### config.mk
export PLATFORM = sky130hd
export DESIGN_NAME = mem_arbiter_flat
export DESIGN_NICKNAME = d
export VERILOG_FILES = /design/src/rtl/mem_arb_pkg.sv /design/src/rtl/mem_arbiter_if.sv /design/src/rtl/arb_pick2.sv /design/src/rtl/mem_arbiter.sv /design/src/flat_wrapper.sv
export SDC_FILE = /design/constraint.sdc
export NUM_CORES = 1
export LEC_CHECK = 0
export ABC_AREA = 1
export ABC_CLOCK_PERIOD_IN_PS = 4000
export CORE_ASPECT_RATIO = 1.5
export CORE_MARGIN = 5
export CORE_UTILIZATION = 43
export CTS_BUF_LIST = sky130_fd_sc_hd__clkbuf_4
export CTS_CLUSTER_DIAMETER = 200
export DETAILED_ROUTE_END_ITERATION = 16
export MAX_ROUTING_LAYER = met4
export PLACE_DENSITY = 0.88
export SETUP_SLACK_MARGIN = 0.15
export SLEW_MARGIN = 20
export SYNTH_ARGS = -nofsm -noshare
export SYNTH_HDL_FRONTEND = slang
export SYNTH_SLANG_ARGS = --single-unit
### constraint.sdc
create_clock -name i_clk -period 4 [get_ports i_clk]
set_input_delay 0.8 -clock i_clk [delete_from_list [all_inputs] [get_ports i_clk]]
set_output_delay 0.8 -clock i_clk [all_outputs]
set_load 0.1 [all_outputs]
### src/rtl/mem_arb_pkg.sv
// mem_arb_pkg: shared types and constants for the two-requester memory arbiter.
//   state_t   : arbiter FSM states (IDLE / WAIT / DONE)
//   req_id_t  : requester identity (ID_LSU / ID_DMA)
//   CNT_W     : width of the memory-latency counter
package mem_arb_pkg;

    localparam int CNT_W = 4;

    typedef enum logic [1:0] {
        IDLE = 2'd0,
        WAIT = 2'd1,
        DONE = 2'd2
    } state_t;

    typedef enum logic {
        ID_LSU = 1'b0,
        ID_DMA = 1'b1
    } req_id_t;

endpackage

### src/rtl/mem_arbiter_if.sv
// mem_arbiter_if: requester and memory-side bus of mem_arbiter.
// Signal names follow the arbiter's point of view (i_ = into arbiter).
//   LSU / DMA : req, we, addr, wdata, be in; gnt, rvalid, rdata out
//   memory    : req, we, addr, wdata, be out; rdata in
//   o_lsu_stall : hold request to the LSU MEM stage
// Modports: slave = arbiter side, master = requester/memory side.
interface mem_arbiter_if #(
    parameter int ADDR_W = 32,
    parameter int DATA_W = 32
);
    logic                i_lsu_req;
    logic                i_lsu_we;
    logic [ADDR_W-1:0]   i_lsu_addr;
    logic [DATA_W-1:0]   i_lsu_wdata;
    logic [DATA_W/8-1:0] i_lsu_be;
    logic                i_dma_req;
    logic                i_dma_we;
    logic [ADDR_W-1:0]   i_dma_addr;
    logic [DATA_W-1:0]   i_dma_wdata;
    logic [DATA_W/8-1:0] i_dma_be;
    logic                o_lsu_gnt;
    logic                o_dma_gnt;
    logic                o_lsu_rvalid;
    logic                o_dma_rvalid;
    logic [DATA_W-1:0]   o_lsu_rdata;
    logic [DATA_W-1:0]   o_dma_rdata;
    logic                o_mem_req;
    logic                o_mem_we;
    logic [ADDR_W-1:0]   o_mem_addr;
    logic [DATA_W-1:0]   o_mem_wdata;
    logic [DATA_W/8-1:0] o_mem_be;
    logic [DATA_W-1:0]   i_mem_rdata;
    logic                o_lsu_stall;

    modport slave (
        input  i_lsu_req, i_lsu_we, i_lsu_addr, i_lsu_wdata, i_lsu_be,
        input  i_dma_req, i_dma_we, i_dma_addr, i_dma_wdata, i_dma_be,
        input  i_mem_rdata,
        output o_lsu_gnt, o_dma_gnt, o_lsu_rvalid, o_dma_rvalid,
        output o_lsu_rdata, o_dma_rdata,
        output o_mem_req, o_mem_we, o_mem_addr, o_mem_wdata, o_mem_be,
        output o_lsu_stall
    );

    modport master (
        output i_lsu_req, i_lsu_we, i_lsu_addr, i_lsu_wdata, i_lsu_be,
        output i_dma_req, i_dma_we, i_dma_addr, i_dma_wdata, i_dma_be,
        output i_mem_rdata,
        input  o_lsu_gnt, o_dma_gnt, o_lsu_rvalid, o_dma_rvalid,
        input  o_lsu_rdata, o_dma_rdata,
        input  o_mem_req, o_mem_we, o_mem_addr, o_mem_wdata, o_mem_be,
        input  o_lsu_stall
    );
endinterface

### src/rtl/arb_pick2.sv
// arb_pick2: two-way grant selection.
//   i_req_lsu, i_req_dma : requests
//   i_last               : requester granted most recently
//   o_gnt                : one-hot grant, bit0 = LSU, bit1 = DMA
// Macro ARB_RR_EN: defined -> round-robin on conflict; undefined -> LSU priority.
module arb_pick2 import mem_arb_pkg::*; (
    input  logic       i_req_lsu,
    input  logic       i_req_dma,
    input  req_id_t    i_last,
    output logic [1:0] o_gnt
);
`ifdef ARB_RR_EN
    always_comb begin
        o_gnt = '0;
        if (i_req_lsu && i_req_dma) begin
            o_gnt = (i_last == ID_LSU) ? 2'b10 : 2'b01;
        end else if (i_req_lsu) begin
            o_gnt = 2'b01;
        end else if (i_req_dma) begin
            o_gnt = 2'b10;
        end
    end
`else
    logic w_unused_last;
    assign w_unused_last = i_last;

    always_comb begin
        o_gnt = '0;
        if (i_req_lsu) begin
            o_gnt = 2'b01;
        end else if (i_req_dma) begin
            o_gnt = 2'b10;
        end
    end
`endif
endmodule

### src/rtl/mem_arbiter.sv
// mem_arbiter: arbitrates an LSU and a DMA requester onto one single-port
// memory with fixed read latency MEM_LAT. One transaction at a time:
// gnt at T, memory strobe at T+1, completion pulse at T+MEM_LAT+2.
// Ports:
//   i_clk   : clock, rising edge
//   i_reset : synchronous active-high reset
//   bus     : mem_arbiter_if.slave (requester handshakes, memory command,
//             read data, LSU stall)
// Macro ARB_RR_EN: round-robin arbitration on simultaneous requests
// (undefined: LSU always wins).
module mem_arbiter import mem_arb_pkg::*; #(
    parameter int ADDR_W  = 32,
    parameter int DATA_W  = 32,
    parameter int MEM_LAT = 2
) (
    input logic          i_clk,
    input logic          i_reset,
    mem_arbiter_if.slave bus
);
    state_t              r_state;
    state_t              w_state_nxt;
    logic [CNT_W-1:0]    r_cnt;
    logic                r_we;
    logic [ADDR_W-1:0]   r_addr;
    logic [DATA_W-1:0]   r_wdata;
    logic [DATA_W/8-1:0] r_be;
    req_id_t             r_id;
    logic [DATA_W-1:0]   r_rdata;

    logic [1:0]          w_pick;
    logic                w_lsu_gnt;
    logic                w_dma_gnt;
    logic                w_mem_first;
    logic                w_lsu_rvalid;
    logic                w_dma_rvalid;
    req_id_t             w_last;

`ifdef ARB_RR_EN
    req_id_t             r_last;
    assign w_last = r_last;
`else
    assign w_last = ID_DMA;
`endif

    arb_pick2 u_pick (
        .i_req_lsu (bus.i_lsu_req),
        .i_req_dma (bus.i_dma_req),
        .i_last    (w_last),
        .o_gnt     (w_pick)
    );

    // Grants only in IDLE; reset suppresses them so nothing is accepted
    // in a cycle whose state update is about to be discarded.
    always_comb begin
        w_state_nxt = r_state;
        w_lsu_gnt   = 1'b0;
        w_dma_gnt   = 1'b0;
        case (r_state)
            IDLE: begin
                if (!i_reset && (w_pick != 2'b00)) begin
                    w_lsu_gnt   = w_pick[0];
                    w_dma_gnt   = w_pick[1];
                    w_state_nxt = WAIT;
                end
            end
            WAIT: begin
                if (r_cnt == CNT_W'(MEM_LAT)) begin
                    w_state_nxt = DONE;
                end
            end
            DONE:    w_state_nxt = IDLE;
            default: w_state_nxt = IDLE;
        endcase
    end

    always_ff @(posedge i_clk) begin
        if (i_reset) begin
            r_state <= IDLE;
            r_cnt   <= '0;
            r_we    <= 1'b0;
            r_addr  <= '0;
            r_wdata <= '0;
            r_be    <= '0;
            r_id    <= ID_LSU;
            r_rdata <= '0;
`ifdef ARB_RR_EN
            r_last  <= ID_DMA;
`endif
        end else begin
            r_state <= w_state_nxt;
            if (w_lsu_gnt || w_dma_gnt) begin
                r_cnt   <= '0;
                r_we    <= w_dma_gnt ? bus.i_dma_we    : bus.i_lsu_we;
                r_addr  <= w_dma_gnt ? bus.i_dma_addr  : bus.i_lsu_addr;
                r_wdata <= w_dma_gnt ? bus.i_dma_wdata : bus.i_lsu_wdata;
                r_be    <= w_dma_gnt ? bus.i_dma_be    : bus.i_lsu_be;
                r_id    <= w_dma_gnt ? ID_DMA : ID_LSU;
`ifdef ARB_RR_EN
                r_last  <= w_dma_gnt ? ID_DMA : ID_LSU;
`endif
            end else if (r_state == WAIT) begin
                r_cnt <= r_cnt + 1'b1;
                if (r_cnt == CNT_W'(MEM_LAT)) begin
                    r_rdata <= r_we ? '0 : bus.i_mem_rdata;
                end
            end
        end
    end

    // Memory strobe only in the first WAIT cycle (counter still zero).
    assign w_mem_first  = !i_reset && (r_state == WAIT) && (r_cnt == '0);
    assign w_lsu_rvalid = !i_reset && (r_state == DONE) && (r_id == ID_LSU);
    assign w_dma_rvalid = !i_reset && (r_state == DONE) && (r_id == ID_DMA);

    assign bus.o_lsu_gnt    = w_lsu_gnt;
    assign bus.o_dma_gnt    = w_dma_gnt;
    assign bus.o_mem_req    = w_mem_first;
    assign bus.o_mem_we     = w_mem_first & r_we;
    assign bus.o_mem_addr   = w_mem_first ? r_addr  : '0;
    assign bus.o_mem_wdata  = w_mem_first ? r_wdata : '0;
    assign bus.o_mem_be     = w_mem_first ? r_be    : '0;
    assign bus.o_lsu_rvalid = w_lsu_rvalid;
    assign bus.o_dma_rvalid = w_dma_rvalid;
    assign bus.o_lsu_rdata  = w_lsu_rvalid ? r_rdata : '0;
    assign bus.o_dma_rdata  = w_dma_rvalid ? r_rdata : '0;
    assign bus.o_lsu_stall  = bus.i_lsu_req & ~w_lsu_rvalid;
endmodule

### src/flat_wrapper.sv
// flat-port wrapper written by rule: the top's interface ports become plain ports
module mem_arbiter_flat import mem_arb_pkg::*;
#(
    parameter int ADDR_W  = 32,
    parameter int DATA_W  = 32,
    parameter int MEM_LAT = 2
)
  (i_clk, i_reset, bus_i_lsu_req, bus_i_lsu_we, bus_i_lsu_addr, bus_i_lsu_wdata, bus_i_lsu_be, bus_i_dma_req, bus_i_dma_we, bus_i_dma_addr, bus_i_dma_wdata, bus_i_dma_be, bus_i_mem_rdata, bus_o_lsu_gnt, bus_o_dma_gnt, bus_o_lsu_rvalid, bus_o_dma_rvalid, bus_o_lsu_rdata, bus_o_dma_rdata, bus_o_mem_req, bus_o_mem_we, bus_o_mem_addr, bus_o_mem_wdata, bus_o_mem_be, bus_o_lsu_stall);
  mem_arbiter_if #(.ADDR_W(ADDR_W), .DATA_W(DATA_W)) bus_i ();
  input logic i_clk;
  input logic i_reset;
  input wire logic [$bits(bus_i.i_lsu_req)-1:0] bus_i_lsu_req;
  input wire logic [$bits(bus_i.i_lsu_we)-1:0] bus_i_lsu_we;
  input wire logic [$bits(bus_i.i_lsu_addr)-1:0] bus_i_lsu_addr;
  input wire logic [$bits(bus_i.i_lsu_wdata)-1:0] bus_i_lsu_wdata;
  input wire logic [$bits(bus_i.i_lsu_be)-1:0] bus_i_lsu_be;
  input wire logic [$bits(bus_i.i_dma_req)-1:0] bus_i_dma_req;
  input wire logic [$bits(bus_i.i_dma_we)-1:0] bus_i_dma_we;
  input wire logic [$bits(bus_i.i_dma_addr)-1:0] bus_i_dma_addr;
  input wire logic [$bits(bus_i.i_dma_wdata)-1:0] bus_i_dma_wdata;
  input wire logic [$bits(bus_i.i_dma_be)-1:0] bus_i_dma_be;
  input wire logic [$bits(bus_i.i_mem_rdata)-1:0] bus_i_mem_rdata;
  output wire logic [$bits(bus_i.o_lsu_gnt)-1:0] bus_o_lsu_gnt;
  output wire logic [$bits(bus_i.o_dma_gnt)-1:0] bus_o_dma_gnt;
  output wire logic [$bits(bus_i.o_lsu_rvalid)-1:0] bus_o_lsu_rvalid;
  output wire logic [$bits(bus_i.o_dma_rvalid)-1:0] bus_o_dma_rvalid;
  output wire logic [$bits(bus_i.o_lsu_rdata)-1:0] bus_o_lsu_rdata;
  output wire logic [$bits(bus_i.o_dma_rdata)-1:0] bus_o_dma_rdata;
  output wire logic [$bits(bus_i.o_mem_req)-1:0] bus_o_mem_req;
  output wire logic [$bits(bus_i.o_mem_we)-1:0] bus_o_mem_we;
  output wire logic [$bits(bus_i.o_mem_addr)-1:0] bus_o_mem_addr;
  output wire logic [$bits(bus_i.o_mem_wdata)-1:0] bus_o_mem_wdata;
  output wire logic [$bits(bus_i.o_mem_be)-1:0] bus_o_mem_be;
  output wire logic [$bits(bus_i.o_lsu_stall)-1:0] bus_o_lsu_stall;
  assign bus_i.i_lsu_req = bus_i_lsu_req;
  assign bus_i.i_lsu_we = bus_i_lsu_we;
  assign bus_i.i_lsu_addr = bus_i_lsu_addr;
  assign bus_i.i_lsu_wdata = bus_i_lsu_wdata;
  assign bus_i.i_lsu_be = bus_i_lsu_be;
  assign bus_i.i_dma_req = bus_i_dma_req;
  assign bus_i.i_dma_we = bus_i_dma_we;
  assign bus_i.i_dma_addr = bus_i_dma_addr;
  assign bus_i.i_dma_wdata = bus_i_dma_wdata;
  assign bus_i.i_dma_be = bus_i_dma_be;
  assign bus_i.i_mem_rdata = bus_i_mem_rdata;
  assign bus_o_lsu_gnt = bus_i.o_lsu_gnt;
  assign bus_o_dma_gnt = bus_i.o_dma_gnt;
  assign bus_o_lsu_rvalid = bus_i.o_lsu_rvalid;
  assign bus_o_dma_rvalid = bus_i.o_dma_rvalid;
  assign bus_o_lsu_rdata = bus_i.o_lsu_rdata;
  assign bus_o_dma_rdata = bus_i.o_dma_rdata;
  assign bus_o_mem_req = bus_i.o_mem_req;
  assign bus_o_mem_we = bus_i.o_mem_we;
  assign bus_o_mem_addr = bus_i.o_mem_addr;
  assign bus_o_mem_wdata = bus_i.o_mem_wdata;
  assign bus_o_mem_be = bus_i.o_mem_be;
  assign bus_o_lsu_stall = bus_i.o_lsu_stall;
  mem_arbiter #(.ADDR_W(ADDR_W), .DATA_W(DATA_W), .MEM_LAT(MEM_LAT)) u_core (.i_clk(i_clk), .i_reset(i_reset), .bus(bus_i));
endmodule
==> flow_summary.toml, run 1 <==
[cts]
htreeDepth = 3
max-clock-path-buffers = 2
post_cts_buffers = 0
clock_latency_ns = 0.47
cts_resized = 0
cts-hold-fix-buffers = 0
root_buffer = "clkbuf_4"
tritoncts = "yes"
cts.sinks = 108
clk_pin_slew_ns = 0.18
numCtsBuffers = 9

[cells_and_area]
final_area_sq_mm = 0.0106
utilization = 0.815
mostFrequentLayoutCell = "clkdlybuf4s50_1"
fillers = 728
drive_gt1_frac = 0.208
nets = 1352
syn2layout_area_growth_pct = 86.1
final_cell_mix = "clkdlybuf4s50_1 (173), inv_1 (153), nor2_1 (147)"

[critical_path]
crit_family = "buffers and inverters"
crit_path_max_incr_delay_ns = 0.43
crit_chain = "clkdlybuf4s50_1 -> inv_2 -> nand3_1 -> nor2_4 -> inv_1 -> buf_12 -> nor2_1 -> buf_12"
crit_path_end_kind = "output port"
arrival_ns = 2.56
crit_required_ns = 3.20
worst_path_max_delay_cell = "clkdlybuf4s50_1"
path_buf_inv = 5
start_kind = "input port"
cpMostUsedCell = "buf_12"
path_class = "in -> out"
worst-path-max-fanout = 26

[floorplan]
core_area_sq_mm = 0.0130
ios = 313
start_util = 0.438
die_width_um = 104
die_area_sq_mm = 0.0156
fp.dieH_um = 151
row_count = 51

[logic_synthesis]
synthesis.area_sq_mm = 0.00567
yosysWarnings = 0
synth_cell_type_count = 22
avgSynthCellArea_sq_um = 6.25
synth.ff_latch_count = 108
synth_top_cell_area_share = 0.381
synth_top_family_by_area = "simple AND/OR/NAND/NOR gates"
synthAdderAreaFrac = 0.00662
synth_seq_area_share = 0.381
synth_fp_nets = 1084
synth_area_leaders = "dfxtp_1 (38%), nor2_1 (14%), inv_1 (10%)"
yosys.area_share.simple = 0.313
synthXorXnorAreaFrac = 0.00154
syn_inst = 907
synthMuxAreaShare = 0
synth_top_cell_by_area = "dfxtp_1"
synth-compound-area-share = 0.140

[power]
clkPwrFrac = 0.252
power.share.switching = 0.312
power.switching_mw = 0.782
combPwrFrac = 0.274
powerDensity_mw_per_mm2 = 237
p_int_mw = 1.72
vdd_ir_drop_max_mv = 0.183
power_mw = 2.50
seq_power_share = 0.474
p_leak_nw = 4.36

[grt]
antenna_found_initial = 1
overflow = 0
grt_max_degree = 91
grtUsageTotal = 0.274
grt_pass1_wl_mm = 34.0
grt_pass1_vias = 6946

[timing]
slew_viol_final = 0
max_freq_mhz = 297
fin_ws_ns = 0.636
min_period_ns = 3.36
setup_viol = 0
hold_viol_final = 0
setup_tns_ns = 0
fin_worst_skew_ns = 0.0179
rsz0062_at_grt = "false"
worst_pin_slew_ns = 0.819
fin_crit_sh = 0.841
slew_headroom = 0.454

[routing]
wirelength_mm = 21.5
first_pass_iters = 7
vias = 6870
post_drt_wl_per_cell_um = 16.0
drt-vias-per-instance = 5.13
drt.antenna.violating_nets = 0
route.detailed.drc = 0
drt_iter0_drc = 303

[min_path]
hold_path_class = "reg -> reg"

[status]
status = "finished clean"

[flow_run]
cap_violations = 0

[placed_design]
post-place-ws_ns = 0.632
io_buffers = 312
placed_area_sq_mm = 0.0104
dp_hpwl_mm = 16.4
place.gp.congestion = 0.891
-- power groups by stage --
stage               clock network [mW]  registers (mW)  logic [mW]
finish                           0.632            1.19       0.685
global route                     0.692            1.19       0.736
CTS                              0.642            1.19       0.687
detailed placement                   0            1.21       0.684
global placement                     0            1.20       0.667
floorplan                            0            1.20       0.367
-- worst min-delay path: stages, from the launching register on --
cell and delay, ns:
dfxtp_1 0.35, nand4_1 0.08, nand2_1 0.05
-- cells by family after synthesis --
logic type	after synthesis
buf+inv	228
fa+ha+maj	3
flops	108
simple gates	409
xor+xnor	1
compound gates	158
-- worst paths after layout --
| kind | startpoint | end | slack, ns | cells past startpoint |
|---|---|---|---|---|
| hold / removal | u_core.r_addr[9] | u_core.r_addr[9] | 0.50 | 2 |
| setup reg to reg | u_core.r_state[0] | u_core.r_rdata[20] | 1.70 | 6 |
| hold reg to reg | u_core.r_addr[9] | u_core.r_addr[9] | 0.50 | 2 |
| setup / recovery | i_reset | bus_o_dma_rdata[0] | 0.64 | 8 |
-- final cells by class --
cell class                 instances  area [sq um]  share of cell area
antenna                            1          2.50            0.000237
clock buffer                      12          90.1             0.00853
multi-input combinational        571          2800               0.265
inverter                         160           601              0.0569
tap                              159           199              0.0188
sequential                       108          2160               0.205
timing repair buffer             325          4640               0.439
clock inverter                     4          73.8             0.00699
-- synth_stat cells --
| library cell | n |
|---|---|
| nand3_2 | 2 |
| o21bai_1 | 1 |
| buf_2 | 27 |
| inv_1 | 154 |
| nand2_2 | 1 |
| nor2_1 | 211 |
| nor2_2 | 2 |
| buf_4 | 1 |
| clkinv_1 | 1 |
| o21ai_0 | 32 |
| nand2_1 | 95 |
| o21ai_1 | 90 |
| a21oi_1 | 35 |
| nor2_4 | 2 |
| ha_1 | 3 |
| dfxtp_1 | 108 |
| nand3_1 | 26 |
| xor2_1 | 1 |
| inv_2 | 5 |
| clkbuf_1 | 37 |
| buf_1 | 3 |
| nand4_1 | 70 |
-- metal layers --
metal,track usage,share of wire
met1,0.280,0.36
met2,0.476,0.52
met3,0.0691,0.066
met4,0.162,0.055
met5,-,0
-- flip-flops by register name, summed over array words and instances, names as in the netlist --
| register | cells |
|---|---|
| u_core.r_wdata | 32 |
| u_core.r_addr | 32 |
| u_core.r_cnt | 4 |
| u_core.r_id | 1 |
| u_core.r_we | 1 |
| u_core.r_be | 4 |
| u_core.r_rdata | 32 |
| u_core.r_state | 2 |
-- stage by stage --
stage / hold WS, ns / std cells
2_1_floorplan: 0.458 / 907
3_3_place_gp: 0.472 / 1323
3_5_place_dp: 0.474 / 1323
4_1_cts: 0.498 / 1339
5_1_grt: 0.512 / 1340
6_report: 0.495 / 1340
(Power assumes the default switching activity.)
==> run 2, diff against run 1 <==
--- a/config.mk
+++ b/config.mk
@@ -6,15 +6,15 @@
 export NUM_CORES = 1
 export LEC_CHECK = 0
 export ABC_AREA = 1
-export ABC_CLOCK_PERIOD_IN_PS = 4000
+export ABC_CLOCK_PERIOD_IN_PS = 3300
 export CORE_ASPECT_RATIO = 1.5
 export CORE_MARGIN = 5
-export CORE_UTILIZATION = 43
+export CORE_UTILIZATION = 40
 export CTS_BUF_LIST = sky130_fd_sc_hd__clkbuf_4
 export CTS_CLUSTER_DIAMETER = 200
 export DETAILED_ROUTE_END_ITERATION = 16
 export MAX_ROUTING_LAYER = met4
-export PLACE_DENSITY = 0.88
+export PLACE_DENSITY = 0.83
 export SETUP_SLACK_MARGIN = 0.15
 export SLEW_MARGIN = 20
 export SYNTH_ARGS = -nofsm -noshare
==> constraint.sdc (replaced) <==
create_clock -name i_clk -period 3.3 [get_ports i_clk]
set_input_delay 0.66 -clock i_clk [delete_from_list [all_inputs] [get_ports i_clk]]
set_output_delay 0.66 -clock i_clk [all_outputs]
set_load 0.1 [all_outputs]
==> flow_summary.toml, run 2 (synthesis results as in run 1) <==
[routing]
route.detailed.drc = 0
vias = 6827
first_pass_iters = 6
post_drt_wl_per_cell_um = 15.7
drt_iter0_drc = 282
drt-vias-per-instance = 4.98
drt.antenna.violating_nets = 0
wirelength_mm = 21.6

[critical_path]
crit_family = "buffers and inverters"
arrival_ns = 2.39
crit_path_max_incr_delay_ns = 0.43
path_buf_inv = 4
crit_path_end_kind = "output port"
path_class = "in -> out"
worst-path-max-fanout = 40
worst_path_max_delay_cell = "clkdlybuf4s50_1"
crit_required_ns = 2.64
start_kind = "input port"
crit_chain = "clkdlybuf4s50_1 -> inv_2 -> nand4_1 -> buf_4 -> nor2_1 -> buf_12"

[cells_and_area]
drive_gt1_frac = 0.210
largestRegisters = "u_core.r_addr x32, u_core.r_rdata x32, u_core.r_wdata x32"
final_area_sq_mm = 0.0109
final_cell_mix = "clkdlybuf4s50_1 (173), inv_1 (151), nor2_1 (144)"
nets = 1350
layoutNonFillerInstCount = 1370
mostFrequentLayoutCell = "clkdlybuf4s50_1"
syn2layout_area_growth_pct = 91.9

[timing]
max_freq_mhz = 327
rsz0062_at_grt = "false"
fin_worst_skew_ns = 0.0204
hold_viol_final = 0
slew_viol_final = 0
setup_tns_ns = 0
setup_viol = 0
fin_crit_sh = 0.925
fin_hold_ws_ns = 0.493
fin_ws_ns = 0.247
min_period_ns = 3.05
worst_pin_slew_ns = 0.925
slew_headroom = 0.384

[placed_design]
post-place-ws_ns = 0.190
placed_area_sq_mm = 0.0108
place.gp.congestion = 0.839
io_buffers = 312
dpl.cell_count = 1354
dp_hpwl_mm = 16.6

[floorplan]
die_width_um = 107
ios = 313
die_area_sq_mm = 0.0167
fp.dieH_um = 156
row_count = 53
start_util = 0.405
core_area_sq_mm = 0.0140

[cts]
clk_pin_slew_ns = 0.14
htreeDepth = 3
clock_latency_ns = 0.46
tritoncts = "yes"
post_cts_buffers = 0
cts.sinks = 108
max-clock-path-buffers = 2
numCtsBuffers = 9
cts-hold-fix-buffers = 0
root_buffer = "clkbuf_4"
cts_resized = 0

[flow_run]
cap_violations = 0

[power]
vdd_ir_drop_max_mv = 0.198
p_leak_nw = 4.34
powerDensity_mw_per_mm2 = 263

[grt]
antenna_found_initial = 2
grt_max_degree = 92
overflow = 0
grt_pass1_vias = 6836
grt_pass1_wl_mm = 33.7
grtUsageTotal = 0.260

[status]
status = "finished clean"

[min_path]
hold_path_class = "reg -> reg"
==> run 2: per-stage QoR <==
step,util,power (mW)
2_1_floorplan,-,1.90
5_1_grt,0.778,3.01
3_5_place_dp,0.770,2.30
4_1_cts,0.777,2.88
6_report,0.778,2.86
3_3_place_gp,0.770,2.28
==> run 2: tightest hold or removal path: cells and delay by family, from the launching register on <==
kind | cells | cell delay [ns]
flops | 1 | 0.34
simple gates | 2 | 0.13
==> run 2: final cells by class <==
| cell class | instances | area, sq um |
|---|---|---|
| well taps | 192 | 240 |
| multi-input cells | 571 | 3120 |
| clock inverters | 4 | 28.8 |
| repair buffers | 323 | 4650 |
| inverters | 160 | 611 |
| diodes | 2 | 5.00 |
| clock buffers | 10 | 75.1 |
| fillers | 914 | 3110 |
| flip-flops and latches | 108 | 2160 |
==> run 2: layer usage <==
metal	share of wire	GRT usage	vias up
met5	0	-	-
met4	0.052	0.140	0
met3	0.077	0.0671	68
met2	0.51	0.445	298
met1	0.36	0.271	3081
li1	-	-	3380
==> run 2: report_power, final <==
group	internal [mW]	switching (mW)	total, mW
combinational	0.368	0.468	0.837
clock	0.156	0.430	0.586
sequential	1.39	0.0442	1.44
==> run 2: path summary, 6_finish.rpt <==
kind | depth (start not counted) | endpoint | start | slack, ns
max | 6 | bus_o_mem_wdata[17] | i_reset | 0.25
min | 2 | u_core.r_addr[18] | u_core.r_addr[18] | 0.49
max reg2reg | 6 | u_core.r_rdata[31] | u_core.r_state[0] | 0.95
min reg2reg | 2 | u_core.r_addr[18] | u_core.r_addr[18] | 0.49
==> run 3, diff against run 2 <==
--- a/config.mk
+++ b/config.mk
@@ -15,6 +15,7 @@
 export DETAILED_ROUTE_END_ITERATION = 16
 export MAX_ROUTING_LAYER = met4
 export PLACE_DENSITY = 0.83
+export RECOVER_POWER = 25
 export SETUP_SLACK_MARGIN = 0.15
 export SLEW_MARGIN = 20
 export SYNTH_ARGS = -nofsm -noshare
==> flow_summary.toml, run 3 (synthesis results as in run 1) <==
[grt]
met3_usage = 0.0671
grt_use_met2 = 0.445
grt_max_degree = 92
grt_pass1_vias = 6836
grtUsageTotal = 0.260
grt_use_met1 = 0.271
antenna_found_initial = 2
overflow = 0
grt_pass1_wl_mm = 33.7
busiest_layer = "met2"

[placed_design]
place.gp.congestion = 0.839
post-place-ws_ns = 0.190
dp_hpwl_mm = 16.6
io_buffers = 312
placed_area_sq_mm = 0.0108

[cts]
clock_latency_ns = 0.46
clk_pin_slew_ns = 0.14
tritoncts = "yes"
numCtsBuffers = 9
cts-hold-fix-buffers = 0
htreeDepth = 3
max-clock-path-buffers = 2
cts_resized = 0
root_buffer = "clkbuf_4"
post_cts_buffers = 0
cts.sinks = 108

[routing]
drt-vias-per-instance = 4.98
wirelength_mm = 21.6
drt_iter0_drc = 284
post_drt_wl_per_cell_um = 15.7
route.detailed.drc = 0
drt.antenna.violating_nets = 0
vias = 6818
first_pass_iters = 5

[floorplan]
die_width_um = 107
fp.dieH_um = 156
core_area_sq_mm = 0.0140
start_util = 0.405
row_count = 53
die_area_sq_mm = 0.0167
ios = 313

[timing]
max_freq_mhz = 328
slew_headroom = 0.281
min_period_ns = 3.05
worst_pin_slew_ns = 1.08
hold_viol_final = 0
setup_viol = 0
fin_hold_ws_ns = 0.493
fin_crit_sh = 0.925
rsz0062_at_grt = "false"
fin_ws_ns = 0.248
setup_tns_ns = 0
slew_viol_final = 0
fin_worst_skew_ns = 0.0207

[power]
p_leak_nw = 4.34
powerDensity_mw_per_mm2 = 263
vdd_ir_drop_max_mv = 0.198
power_mw = 2.86

[cells_and_area]
syn2layout_area_growth_pct = 91.6
drive_gt1_frac = 0.209
final_cell_mix = "clkdlybuf4s50_1 (173), inv_1 (151), nor2_1 (144)"
final_area_sq_mm = 0.0109
mostFrequentLayoutCell = "clkdlybuf4s50_1"
largestRegisters = "u_core.r_addr x32, u_core.r_rdata x32, u_core.r_wdata x32"
nets = 1350

[critical_path]
crit_path_end_kind = "output port"
worst-path-max-fanout = 40
reg2reg_slack_ns = 0.46
regToRegEndpoint = "u_core.r_wdata[16]"
crit_required_ns = 2.64
path_class = "in -> out"
arrival_ns = 2.39
start_kind = "input port"
rr_worst_depth = 5
r2r_start = "u_core.r_state[1]"

[min_path]
hold_path_class = "reg -> reg"
min_delay_path_depth = 2
holdPathEnd = "u_core.r_addr[18]"
min_from = "u_core.r_addr[18]"

[status]
status = "finished clean"

[flow_run]
cap_violations = 0
run 3: cell count changes in the layout (fill, tap and decap cells not counted):
cell and change:
nand2_2 -1, clkbuf_2 +1, nand2_1 +1, buf_12 -1
run 3: worst max path at each step:
| stage | cells after the start | to | start | slack, ns |
|---|---|---|---|---|
| after global routing | 6 | bus_o_mem_wdata[17] | i_reset | 0.19 |
| after CTS | 7 | bus_o_dma_rdata[12] | i_reset | 0.18 |
| after global placement | 7 | bus_o_dma_rdata[12] | i_reset | 0.21 |
| after detailed placement | 7 | bus_o_dma_rdata[12] | i_reset | 0.19 |
| final | 6 | bus_o_mem_wdata[17] | i_reset | 0.25 |
| after floorplan | 5 | bus_o_mem_addr[22] | i_reset | 0.04 |
run 3: cell type report:
class / count / area [sq um]
diodes: 2 / 5.00
clock buffers: 10 / 75.1
multi-input cells: 571 / 3120
fillers: 916 / 3120
well taps: 192 / 240
clock inverters: 4 / 28.8
flip-flops and latches: 108 / 2160
inverters: 160 / 611
repair buffers: 323 / 4630
run 3: metal layers:
layer | vias up | wire (um) | part of all wire
met5 | - | 0 | 0
met1 | 3080 | 7760 | 0.36
met4 | 0 | 1130 | 0.052
met3 | 68 | 1610 | 0.074
met2 | 289 | 11100 | 0.51
li1 | 3381 | - | -
run 3: power by group:
part / switching [mW] / total, mW / internal, mW
Sequential: 0.0443 / 1.44 / 1.39
Combinational: 0.467 / 0.832 / 0.365
Clock: 0.431 / 0.587 / 0.156
run 3: stage by stage:
stage,instances,utilization
floorplan,907,-
global placement,1354,0.770
detailed placement,1354,0.770
CTS,1368,0.777
global route,1370,0.777
finish,1370,0.777
run 3: critical path, stage by stage:
cell and delay (ns):
clkdlybuf4s50_1 0.43, inv_2 0.08, nand4_1 0.28, buf_4 0.38, nor2_1 0.32, buf_12 0.22
